## config.mk

```make
export PLATFORM = sky130hd
export DESIGN_NAME = sakebi_gray_codec
export DESIGN_NICKNAME = d
export VERILOG_FILES = /design/src/rtl/sakebi_gray_pkg.sv /design/src/rtl/sakebi_gray_adj_check.sv /design/src/rtl/sakebi_gray_codec.sv
export SDC_FILE = /design/constraint.sdc
export NUM_CORES = 1
export LEC_CHECK = 0
export BUFFER_PORTS_ARGS = -buffer_cell sky130_fd_sc_hd__buf_2
export CORE_AREA = 2 2 39 41
export DETAILED_ROUTE_END_ITERATION = 6
export DIE_AREA = 0 0 41 43
export PLACE_DENSITY_LB_ADDON = 0.15
export SLEW_MARGIN = 20
export SYNTH_ARGS = -nofsm -noshare
export SYNTH_HDL_FRONTEND = slang
export SYNTH_SLANG_ARGS = --single-unit
```

## constraint.sdc

```tcl
create_clock -name i_clk -period 1 [get_ports i_clk]
set_clock_uncertainty 0.1 [all_clocks]
set_input_delay 0.05 -clock i_clk [delete_from_list [all_inputs] [get_ports i_clk]]
set_output_delay 0.05 -clock i_clk [all_outputs]
set_load 0.01 [all_outputs]
```

## src/rtl/sakebi_gray_pkg.sv

```systemverilog
// sakebi_gray_pkg: shared helpers for the binary/Gray codec.
// Conversions work on a MAX_WIDTH container and mask down to the
// requested width, so one function body serves every WIDTH instance.
package sakebi_gray_pkg;

    localparam int unsigned MAX_WIDTH = 32;

    typedef logic [MAX_WIDTH-1:0] word_t;

    // Mask selecting the low 'width' bits of a container word.
    function automatic word_t width_mask(input int unsigned width);
        word_t mask;
        if (width >= MAX_WIDTH) begin
            mask = '1;
        end else begin
            mask = (word_t'(1) << width) - word_t'(1);
        end
        return mask;
    endfunction

    // Binary to Gray: each bit is the XOR of itself and its upper neighbour.
    function automatic word_t bin2gray(input word_t bin, input int unsigned width);
        word_t b;
        b = bin & width_mask(width);
        return b ^ (b >> 1);
    endfunction

    // Gray to binary: prefix XOR from the MSB downwards. Bits above the
    // active width are masked to zero, so they never disturb the result.
    function automatic word_t gray2bin(input word_t gray, input int unsigned width);
        word_t g;
        word_t b;
        g = gray & width_mask(width);
        b = '0;
        b[MAX_WIDTH-1] = g[MAX_WIDTH-1];
        for (int i = MAX_WIDTH - 2; i >= 0; i--) begin
            b[i] = b[i+1] ^ g[i];
        end
        return b;
    endfunction

    // Number of set bits in a container word.
    function automatic logic [5:0] popcount(input word_t value);
        logic [5:0] cnt;
        cnt = '0;
        for (int i = 0; i < MAX_WIDTH; i++) begin
            cnt = cnt + 6'(value[i]);
        end
        return cnt;
    endfunction

endpackage

```

## src/rtl/sakebi_gray_adj_check.sv

```systemverilog
// sakebi_gray_adj_check: flags Gray inputs that change by more than one
// bit relative to the previous valid input. The first valid value after
// reset only seeds the history and never flags.
module sakebi_gray_adj_check
    import sakebi_gray_pkg::*;
#(
    parameter int unsigned WIDTH = 4
) (
    input  logic             i_clk,
    input  logic             i_rst,
    input  logic [WIDTH-1:0] i_gray,
    input  logic             i_gray_valid,
    output logic             o_err
);

    logic [WIDTH-1:0] prev_q, prev_d;
    logic             have_prev_q, have_prev_d;
    logic             err_q, err_d;
    logic [WIDTH-1:0] diff;

    // History update and single-cycle error pulse, aligned with the decode lane.
    always_comb begin
        prev_d      = prev_q;
        have_prev_d = have_prev_q;
        err_d       = 1'b0;
        diff        = i_gray ^ prev_q;
        if (i_gray_valid) begin
            prev_d      = i_gray;
            have_prev_d = 1'b1;
            err_d       = have_prev_q && (popcount(word_t'(diff)) > 6'd1);
        end
    end

    // State registers; reset clears history so the next value is trusted.
    always_ff @(posedge i_clk) begin
        if (i_rst) begin
            prev_q      <= '0;
            have_prev_q <= 1'b0;
            err_q       <= 1'b0;
        end else begin
            prev_q      <= prev_d;
            have_prev_q <= have_prev_d;
            err_q       <= err_d;
        end
    end

    assign o_err = err_q;

endmodule

```

## src/rtl/sakebi_gray_codec.sv

```systemverilog
// sakebi_gray_codec: registered binary->Gray and Gray->binary lanes with
// one-cycle latency each. Data registers hold on idle cycles; only the
// valid outputs drop.
// Optional feature macro: SAKEBI_GRAY_ADJ_CHECK_EN adds o_gray_adj_err,
// which pulses when a valid Gray input differs from the previous one in
// more than one bit.
module sakebi_gray_codec
    import sakebi_gray_pkg::*;
#(
    parameter int unsigned WIDTH = 4
) (
    input  logic             i_clk,
    input  logic             i_rst,
    input  logic [WIDTH-1:0] i_bin,
    input  logic             i_bin_valid,
    output logic [WIDTH-1:0] o_gray,
    output logic             o_gray_valid,
    input  logic [WIDTH-1:0] i_gray,
    input  logic             i_gray_valid,
    output logic [WIDTH-1:0] o_bin,
    output logic             o_bin_valid
`ifdef SAKEBI_GRAY_ADJ_CHECK_EN
    ,
    output logic             o_gray_adj_err
`endif
);

    logic [WIDTH-1:0] gray_q, gray_d;
    logic             gray_valid_q, gray_valid_d;
    logic [WIDTH-1:0] bin_q, bin_d;
    logic             bin_valid_q, bin_valid_d;

    // Encode lane next state: load on valid, otherwise hold the last code.
    always_comb begin
        gray_d       = gray_q;
        gray_valid_d = i_bin_valid;
        if (i_bin_valid) begin
            gray_d = WIDTH'(bin2gray(word_t'(i_bin), WIDTH));
        end
    end

    // Decode lane next state: load on valid, otherwise hold the last value.
    always_comb begin
        bin_d       = bin_q;
        bin_valid_d = i_gray_valid;
        if (i_gray_valid) begin
            bin_d = WIDTH'(gray2bin(word_t'(i_gray), WIDTH));
        end
    end

    // Output registers for both lanes; reset wins over any incoming valid.
    always_ff @(posedge i_clk) begin
        if (i_rst) begin
            gray_q       <= '0;
            gray_valid_q <= 1'b0;
            bin_q        <= '0;
            bin_valid_q  <= 1'b0;
        end else begin
            gray_q       <= gray_d;
            gray_valid_q <= gray_valid_d;
            bin_q        <= bin_d;
            bin_valid_q  <= bin_valid_d;
        end
    end

    assign o_gray       = gray_q;
    assign o_gray_valid = gray_valid_q;
    assign o_bin        = bin_q;
    assign o_bin_valid  = bin_valid_q;

`ifdef SAKEBI_GRAY_ADJ_CHECK_EN
    sakebi_gray_adj_check #(
        .WIDTH(WIDTH)
    ) u_adj_check (
        .i_clk        (i_clk),
        .i_rst        (i_rst),
        .i_gray       (i_gray),
        .i_gray_valid (i_gray_valid),
        .o_err        (o_gray_adj_err)
    );
`endif

endmodule

```

After elaboration in Yosys (flattened, before gate mapping)
Index checks and enable logic that the tools add are counted.
Widths: inputs -> output; s select.
{"block": "word_totals", "latchBits": 0, "ff_bits": 10, "romBits": 0, "mem_count": 0, "elab_cells": 40, "ram_bits": 0, "inputBits": 12, "output_inout_bits": 10}
{"block": "op_classes", "n_eq_ne": 0, "n_bitwise": 34, "shift": 0, "n_lt_le_gt_ge": 0, "n_reduce_logical": 0, "muxes": 2, "multipliers": 0, "n_addsub": 0, "div_mod_pow": 0}
{"operator": "$and 4x32->32", "count": 1}
{"operator": "$mux 32", "count": 1}
{"operator": "$xor 1x1->1", "count": 31}
{"operator": "$and 4x5->5", "count": 1}
{"operator": "$mux 5", "count": 1}
{"operator": "$xor 4x4->4", "count": 1}

Logic depth before layout (Yosys ltp)
Gate-level depths: netlist of run 1.
{"block": "logic_depth", "depth_word": 33, "ltp_mapped": 3}

Least setup slack after synthesis of run 1
OpenSTA, ideal clock, no wires.
{"block": "synth_timing", "path_type": "input to register", "from": "in i_gray[3]", "to": "reg bin_q[0] (netlist: o_bin[0])", "setup_time_ns": 0.079, "arrival_ns": 0.775, "t_required_ns": 0.821, "setup_slack_ns": 0.046, "stages": 3, "cell_sequence": "xnor3_1 -> xor2_1 -> a211oi_2"}
{"block": "synth_via", "elab_chain_cells": 5}
{"element": "from (decl)", "line_no": "sakebi_gray_codec.sv:18", "text": "input logic [WIDTH-1:0] i_gray,"}
{"element": "$and 4x32->32", "line_no": "sakebi_gray_pkg.sv:33", "text": "g = gray & width_mask(width);"}
{"element": "$xor 1x1->1 (4 in series)", "line_no": "sakebi_gray_pkg.sv:37", "text": "b[i] = b[i+1] ^ g[i];"}
{"element": "to (signal assigned)", "line_no": "sakebi_gray_codec.sv:61", "text": "bin_q <= bin_d;"}
{"element": "to (decl)", "line_no": "sakebi_gray_codec.sv:30", "text": "logic [WIDTH-1:0] bin_q, bin_d;"}
Every way passes these cells.
A chain may end at the register's enable or synchronous reset.

Worst setup path after layout of run 1
{"block": "layout_timing", "from": "in i_bin[0]", "to": "reg gray_q[0] (netlist: o_gray[0])"}
{"block": "layout_via", "elab_chain_cells": 2}
{"element": "from (decl)", "line_no": "sakebi_gray_codec.sv:14", "text": "input logic [WIDTH-1:0] i_bin,"}
{"element": "$and 4x5->5", "line_no": "sakebi_gray_pkg.sv:24", "text": "b = bin & width_mask(width);"}
{"element": "$xor 4x4->4", "line_no": "sakebi_gray_pkg.sv:25", "text": "return b ^ (b >> 1);"}
{"element": "to (signal assigned)", "line_no": "sakebi_gray_codec.sv:59", "text": "gray_q <= gray_d;"}
{"element": "to (decl)", "line_no": "sakebi_gray_codec.sv:28", "text": "logic [WIDTH-1:0] gray_q, gray_d;"}
Every way passes these cells.

==> impl_metrics.yaml, run 1 <==
setup_path:
  cp-start-kind: "input pin"
  worstPathRequired_ps: 1070
  cp.arrival_ps: 1040
  critPathMaxFanout: 1
  critPathCaptureType: "flip-flop"
  crit_type: "in -> reg"
sta:
  slew_viol_final: 0
  slew_headroom_pct: 87.49
  worst_pin_slew_ps: 187.6
  post-route-min-period_ps: 966.4
  whs_ps: 7.443
  rsz0062_at_grt: "false"
  setup_tns_ps: 0
  fin_crit_sh_pct: 96.64
  setup_viol: 0
  fmax_mhz: 1035
  hold_violations: 0
route:
  routed_wl_um: 773
  dr.pass1.iters: 1
  drc: 0
  viasPerCell: 4.305
  vias: 353
  wl_per_cell_um: 9.427
  antenna_left: 0
  drtIter0Drc: 0
global_routing:
  grt_max_degree: 11
  grt_busiest_layer: "met2"
  grt.met2_usage_pct: 15.94
  met3_usage_pct: 3.141
  grt_pass1_wl_um: 1214
  grtUsageTotal_pct: 10.09
  grt_use_met1_pct: 11.11
  grt_pass1_vias: 331
  antenna_found_initial: 0
  grt_overflow_total: 0
synthesis:
  synth-seq-cells: 10
  ys.warnings.count: 0
  syn_area_per_cell_um2: 10.47
  yosysSeqAreaShare_pct: 50.31
  synthTopCellsByCount: "dfxtp_1 (10), nor2_1 (8), a211oi_1 (4), xnor2_1 (4), clkbuf_1 (3)"
  synth_top_cell_area_share_pct: 50.31
  synthTopCellsByArea: "dfxtp_1 (50%), xnor2_1 (8.8%), a211oi_1 (7.5%), nor2_1 (7.5%), xnor3_1 (5.7%)"
  synth_top_cell_by_area: "dfxtp_1"
  synth_area_um2: 397.9
  yosysMostFrequentCell: "dfxtp_1"
  synth_edf_count: 0
  synthCells: 38
  yosysUniqueCellTypes: 12
  async_flop_share_pct: 0
  synth_ff_type: "dfxtp_1"
  syn-num-nets: 50
clock_tree:
  clock-root-buffer: "clkbuf_4"
  clockBufferDepth: 2
  cts_max_level: 1
  clk-insertion-delay-late_ps: 250
  cts.clk_slew.worst_paths_ps: 60
  clock_sinks: 10
  cts_buffers: 3
  cts_tree: "built"
die:
  rows: 14
  initial_core_util_pct: 28.75
  core_area_um2: 1384
  die_h_um: 43
  die-area_um2: 1763
  die_x_um: 41
  pin_count: 22
power:
  total_power_uw: 962.9
  max-vdd-ir-drop_uv: 583.5
  combPwrFrac_pct: 18.4
  switching_share_pct: 22.36
  clkPwrFrac_pct: 35.9
  pwr-share-seq_pct: 45.8
  powerDensity_nw_per_um2: 1577
  p_sw_uw: 215.3
  intPower_uw: 747.6
  p_leak_uw: 0.0002947
finish:
  num_antenna_cells: 0
  fin_nets: 79
  design_area_um2: 610.6
  syn_to_final_growth_pct: 53.46
  instances_no_fill: 82
  drive_above_1_share_pct: 42.42
  fill_cells: 142
place:
  io_buffers: 21
  placed_cells: 74
  place_area_um2: 526.8
  gp_congestion: 0.5523
status:
  status: "completed"
flow_run:
  max_cap_viol_count: 0
min_path:
  hold_class: "in -> reg"
==> through the flow <==
| step | util [%] | setup WS (ps) |
|---|---|---|
| after global placement | 38.07 | -78.45 |
| after detailed placement | 38.07 | -92.19 |
| after global routing | 44.12 | 7.229 |
| final | 44.12 | 33.56 |
| after CTS | 44.30 | 51.30 |
| after floorplan | - | 45.60 |
==> kinds of logic (layout without fill, tap and decap cells) <==
kind of cell              count (synthesis)  in the layout  synth area share, %
AOI/OAI and AO/OA                         5              5                10.69
xor gates and xnor gates                  6              6                16.67
buffers and inverters                     4             32                3.772
DFF                                      10             10                50.31
muxes                                     3              3                7.862
and+or+nand+nor                          10             10                10.69
==> critical path, cell delays in order <==
cell	delay, ps
dlygate4sd3_1	540
buf_2	120
xnor2_1	110
a211oi_1	210
==> repair_timing <==
action                                  in CTS  in global routing
endpoints found under the setup margin       0                  2
hold buffers                                 5                  0
resized for setup                            0                  1
setup buffers                                0                  0
hold endpoints to repair                     6                  0
==> cell usage in the layout (no fill, tap or decap) <==
master,instances
nor2b_1,2
a211oi_1,4
mux2_2,1
clkbuf_4,4
dfxtp_1,10
buf_2,19
inv_1,1
buf_4,2
clkbuf_8,1
xnor2_1,4
dlygate4sd3_1,5
a211oi_2,1
nor2_1,8
mux2i_1,2
xnor3_1,1
xor2_1,1
==> state kept, by name, indices dropped and copies added, names as in the netlist <==
register / flops
o_gray_valid: 1
o_gray: 4
o_bin: 4
o_bin_valid: 1
==> power by group through the flow <==
stage | Combinational [µW] | Clock, µW | Sequential, µW
floorplan | 81.5 | 0 | 465
global placement | 165 | 0 | 449
detailed placement | 166 | 0 | 449
CTS | 181 | 360 | 441
global route | 197 | 376 | 444
finish | 177 | 345 | 441
==> final timing paths <==
| kind | start | end | slack [ps] | cells after the start |
|---|---|---|---|---|
| setup / recovery | i_bin[0] | o_gray[0]$_SDFFE_PP0P_ | 30 | 4 |
| hold / removal | i_gray_valid | o_bin_valid$_SDFF_PP0_ | 7 | 2 |
| setup reg to reg | o_bin[1]$_SDFFE_PP0P_ | o_bin[1]$_SDFFE_PP0P_ | 150 | 3 |
| hold reg to reg | o_gray[0]$_SDFFE_PP0P_ | o_gray[0]$_SDFFE_PP0P_ | 390 | 2 |
==> layer usage <==
layer  vias up  wire length (µm)
li1        180                 -
met1       155               346
met2        18               345
met3         0                82
met4         0                 0
met5         -                 0
==> layout make-up <==
class	instances	area [µm²]	area share, %
multi-input combinational	24	182.7	29.92
sequential	10	200.2	32.79
tap	16	20.02	3.279
timing repair buffer	27	167.7	27.46
clock buffer	4	36.28	5.943
inverter	1	3.754	0.6148
Power figures use the tool's default switching activity.
==> run 2: changes to the inputs <==
--- a/config.mk
+++ b/config.mk
@@ -5,6 +5,7 @@
 export SDC_FILE = /design/constraint.sdc
 export NUM_CORES = 1
 export LEC_CHECK = 0
+export ABC_AREA = 1
 export BUFFER_PORTS_ARGS = -buffer_cell sky130_fd_sc_hd__buf_2
 export CORE_AREA = 2 2 39 41
 export DETAILED_ROUTE_END_ITERATION = 6
==> run 2 against run 1 <==
  * Via count grew 33%
  * Largest cell class unchanged
  * Sequential share of layout area shrank 2.0 points
  * Sequential power is essentially flat
  * Power grew 1.5%
  * Combinational power is essentially flat
  * Highest routed layer unchanged
  * Non-clock buffer count shrank 2
  * Final cell count grew 32%
  * Worst hold slack gained 6.0 ps
  * Count of clock-buffer cells in the layout is the same
==> impl_metrics.yaml, run 2 <==
synthesis:
  yosysUniqueCellTypes: 12
  synth_top_cell_by_area: "dfxtp_1"
  synth_top_cell_area_share_pct: 44.20
  ys.warnings.count: 0
  synthTopCellsByArea: "dfxtp_1 (44%), nor2_1 (12%), nand3_1 (9.9%), inv_1 (8.3%), nand2_1 (7.5%)"
  synth-seq-cells: 10
  synth_edf_count: 0
  async_flop_share_pct: 0
  synthCells: 65
  synthTopCellsByCount: "nor2_1 (15), dfxtp_1 (10), inv_1 (10)"
  yosysSeqAreaShare_pct: 44.20
  synth_area_um2: 452.9
  yosysMostFrequentCell: "nor2_1"
  syn-num-nets: 77
  syn_area_per_cell_um2: 6.968
  synth_ff_type: "dfxtp_1"
global_routing:
  grt_max_degree: 11
  met3_usage_pct: 9.424
  grtUsageTotal_pct: 14.31
  grt.met2_usage_pct: 20.00
  grt_pass1_vias: 430
  antenna_found_initial: 0
  grt_overflow_total: 0
  grt_busiest_layer: "met2"
  grt_pass1_wl_um: 1683
  grt_use_met1_pct: 17.59
clock_tree:
  cts.clk_slew.worst_paths_ps: 70
  clockBufferDepth: 2
  cts_tree: "built"
  cts_max_level: 1
  clock-root-buffer: "clkbuf_4"
  cts_buffers: 3
  clk-insertion-delay-late_ps: 270
  cts_setup_buffers: 0
  clock_sinks: 10
power:
  powerDensity_nw_per_um2: 1502
  switching_share_pct: 25.27
  clkPwrFrac_pct: 37.2
  p_leak_uw: 0.0003832
  intPower_uw: 730.1
  p_sw_uw: 246.9
  total_power_uw: 977.1
  combPwrFrac_pct: 17.9
  pwr-share-seq_pct: 44.9
  max-vdd-ir-drop_uv: 929.0
status:
  status: "completed"
setup_path:
  crit_top_cell: "nor2_1"
  worst-r2r-cell-count: 4
  path_cells: "dlygate4sd3_1 > clkbuf_4 > nor2_1 > nor2_1 > nand2_1 > inv_1"
  cp-start-kind: "input pin"
  critPathCaptureType: "flip-flop"
  critPathMaxFanout: 9
  crit_type: "in -> reg"
  cp_num_cells: 6
  crit_slowest_cell: "dlygate4sd3_1"
  worstPathRequired_ps: 1070
  crit_buf_inv: 3
  cp.arrival_ps: 1010
  path_delay_family: "buffers and inverters"
  slowest_delay_ps: 530
sta:
  setup_viol: 0
  worst_pin_slew_ps: 246.0
  hold_violations: 0
  slew_viol_final: 0
  rsz0062_at_grt: "false"
  fin_crit_sh_pct: 94.38
  slew_headroom_pct: 83.60
  fmax_mhz: 1060
  setup_tns_ps: 0
  post-route-min-period_ps: 943.8
finish:
  mostFrequentLayoutCells: "buf_2 (19), nor2_1 (13), inv_1 (10), dfxtp_1 (10)"
  instances_no_fill: 108
  mostFrequentLayoutCell: "buf_2"
  syn_to_final_growth_pct: 43.65
  num_antenna_cells: 0
  fin_nets: 105
  drive_above_1_share_pct: 30.43
min_path:
  whs_path_depth: 5
  hold_class: "in -> reg"
route:
  drc: 0
  drtIter0Drc: 2
  routed_wl_um: 948
  wl_per_cell_um: 8.778
  antenna_left: 0
  vias: 468
  dr.pass1.iters: 2
  viasPerCell: 4.333
flow_run:
  max_cap_viol_count: 0
die:
  initial_core_util_pct: 32.73
  die-area_um2: 1763
  die_h_um: 43
  pin_count: 22
  core_area_um2: 1384
  die_x_um: 41
  rows: 14
place:
  gp_congestion: 0.8176
  io_buffers: 21
  placed_cells: 100
  dpl.hpwl_um: 682.3
[run 2: cell count changes after synthesis, moves of 3 or more]
cell | before | now
a211oi_1 | 4 | 1
clkbuf_1 | 3 | 0
inv_1 | 1 | 10
nand2_1 | 0 | 9
nand3_1 | 0 | 9
nor2_1 | 8 | 15
o21ai_1 | 0 | 3
xnor2_1 | 4 | 0
[run 2: metal layers]
layer  up-vias  share of wire (%)
li1        252                  -
met1       204                 45
met2        12                 47
met3         0                8.5
met4         0                  0
met5         -                  0
[run 2: power by group through the flow]
stage	registers, µW	logic, µW	clock network, µW
floorplan	462	82.8	0
detailed placement	447	160	0
finish	439	175	364
global route	444	201	406
CTS	438	176	381
global placement	446	158	0
[run 2: timing repair]
item                                   4_1_cts  5_1_grt
setup endpoints to repair                    0        2
gates resized for setup                      0        4
hold buffers                                 5        0
endpoints found under the hold margin        4        0
[run 2: logic make-up after synthesis]
logic type / count (synthesis) / share of synthesized area, %
compound gates: 5 / 6.076
xor+xnor: 3 / 5.802
buf+inv: 14 / 14.09
flops: 10 / 44.20
simple gates: 33 / 29.83
[run 2: stage by stage]
stage / hold WS [ps] / cell area, µm² / util [%] / worst slack, ps
floorplan: 77.48 / 452.9 / - / 253.4
global placement: 224.7 / 559.3 / 40.42 / 193.0
detailed placement: 224.8 / 559.3 / 40.42 / 176.6
CTS: 9.800 / 645.6 / 46.65 / 62.39
global route: 46.47 / 650.6 / 47.02 / 12.94
finish: 13.49 / 650.6 / 47.02 / 56.16
[run 2: path summary, 6_finish.rpt]
check                            to              startpoint  slack, ps
min           o_bin[0]$_SDFFE_PP0P_               i_gray[0]         10
max           o_bin[2]$_SDFFE_PP0P_            i_gray_valid         60
min reg2reg  o_gray[3]$_SDFFE_PP0P_  o_gray[3]$_SDFFE_PP0P_        380
max reg2reg   o_bin[0]$_SDFFE_PP0P_   o_bin[0]$_SDFFE_PP0P_        260
[run 2: cell type report]
class	count	area, µm²
Clock buffer	4	36.28
Fill cell	147	733.2
Inverter	12	45.04
Multi-Input combinational cell	41	193.9
Sequential cell	10	200.2
Tap cell	16	20.02
Timing Repair Buffer	25	155.1
[run 2: worst reg2reg max path, cell delays in order (launching register included)]
cell	delay, ps
dfxtp_1	320
nor2_2	100
nor2_1	40
nand2_1	60
inv_1	30
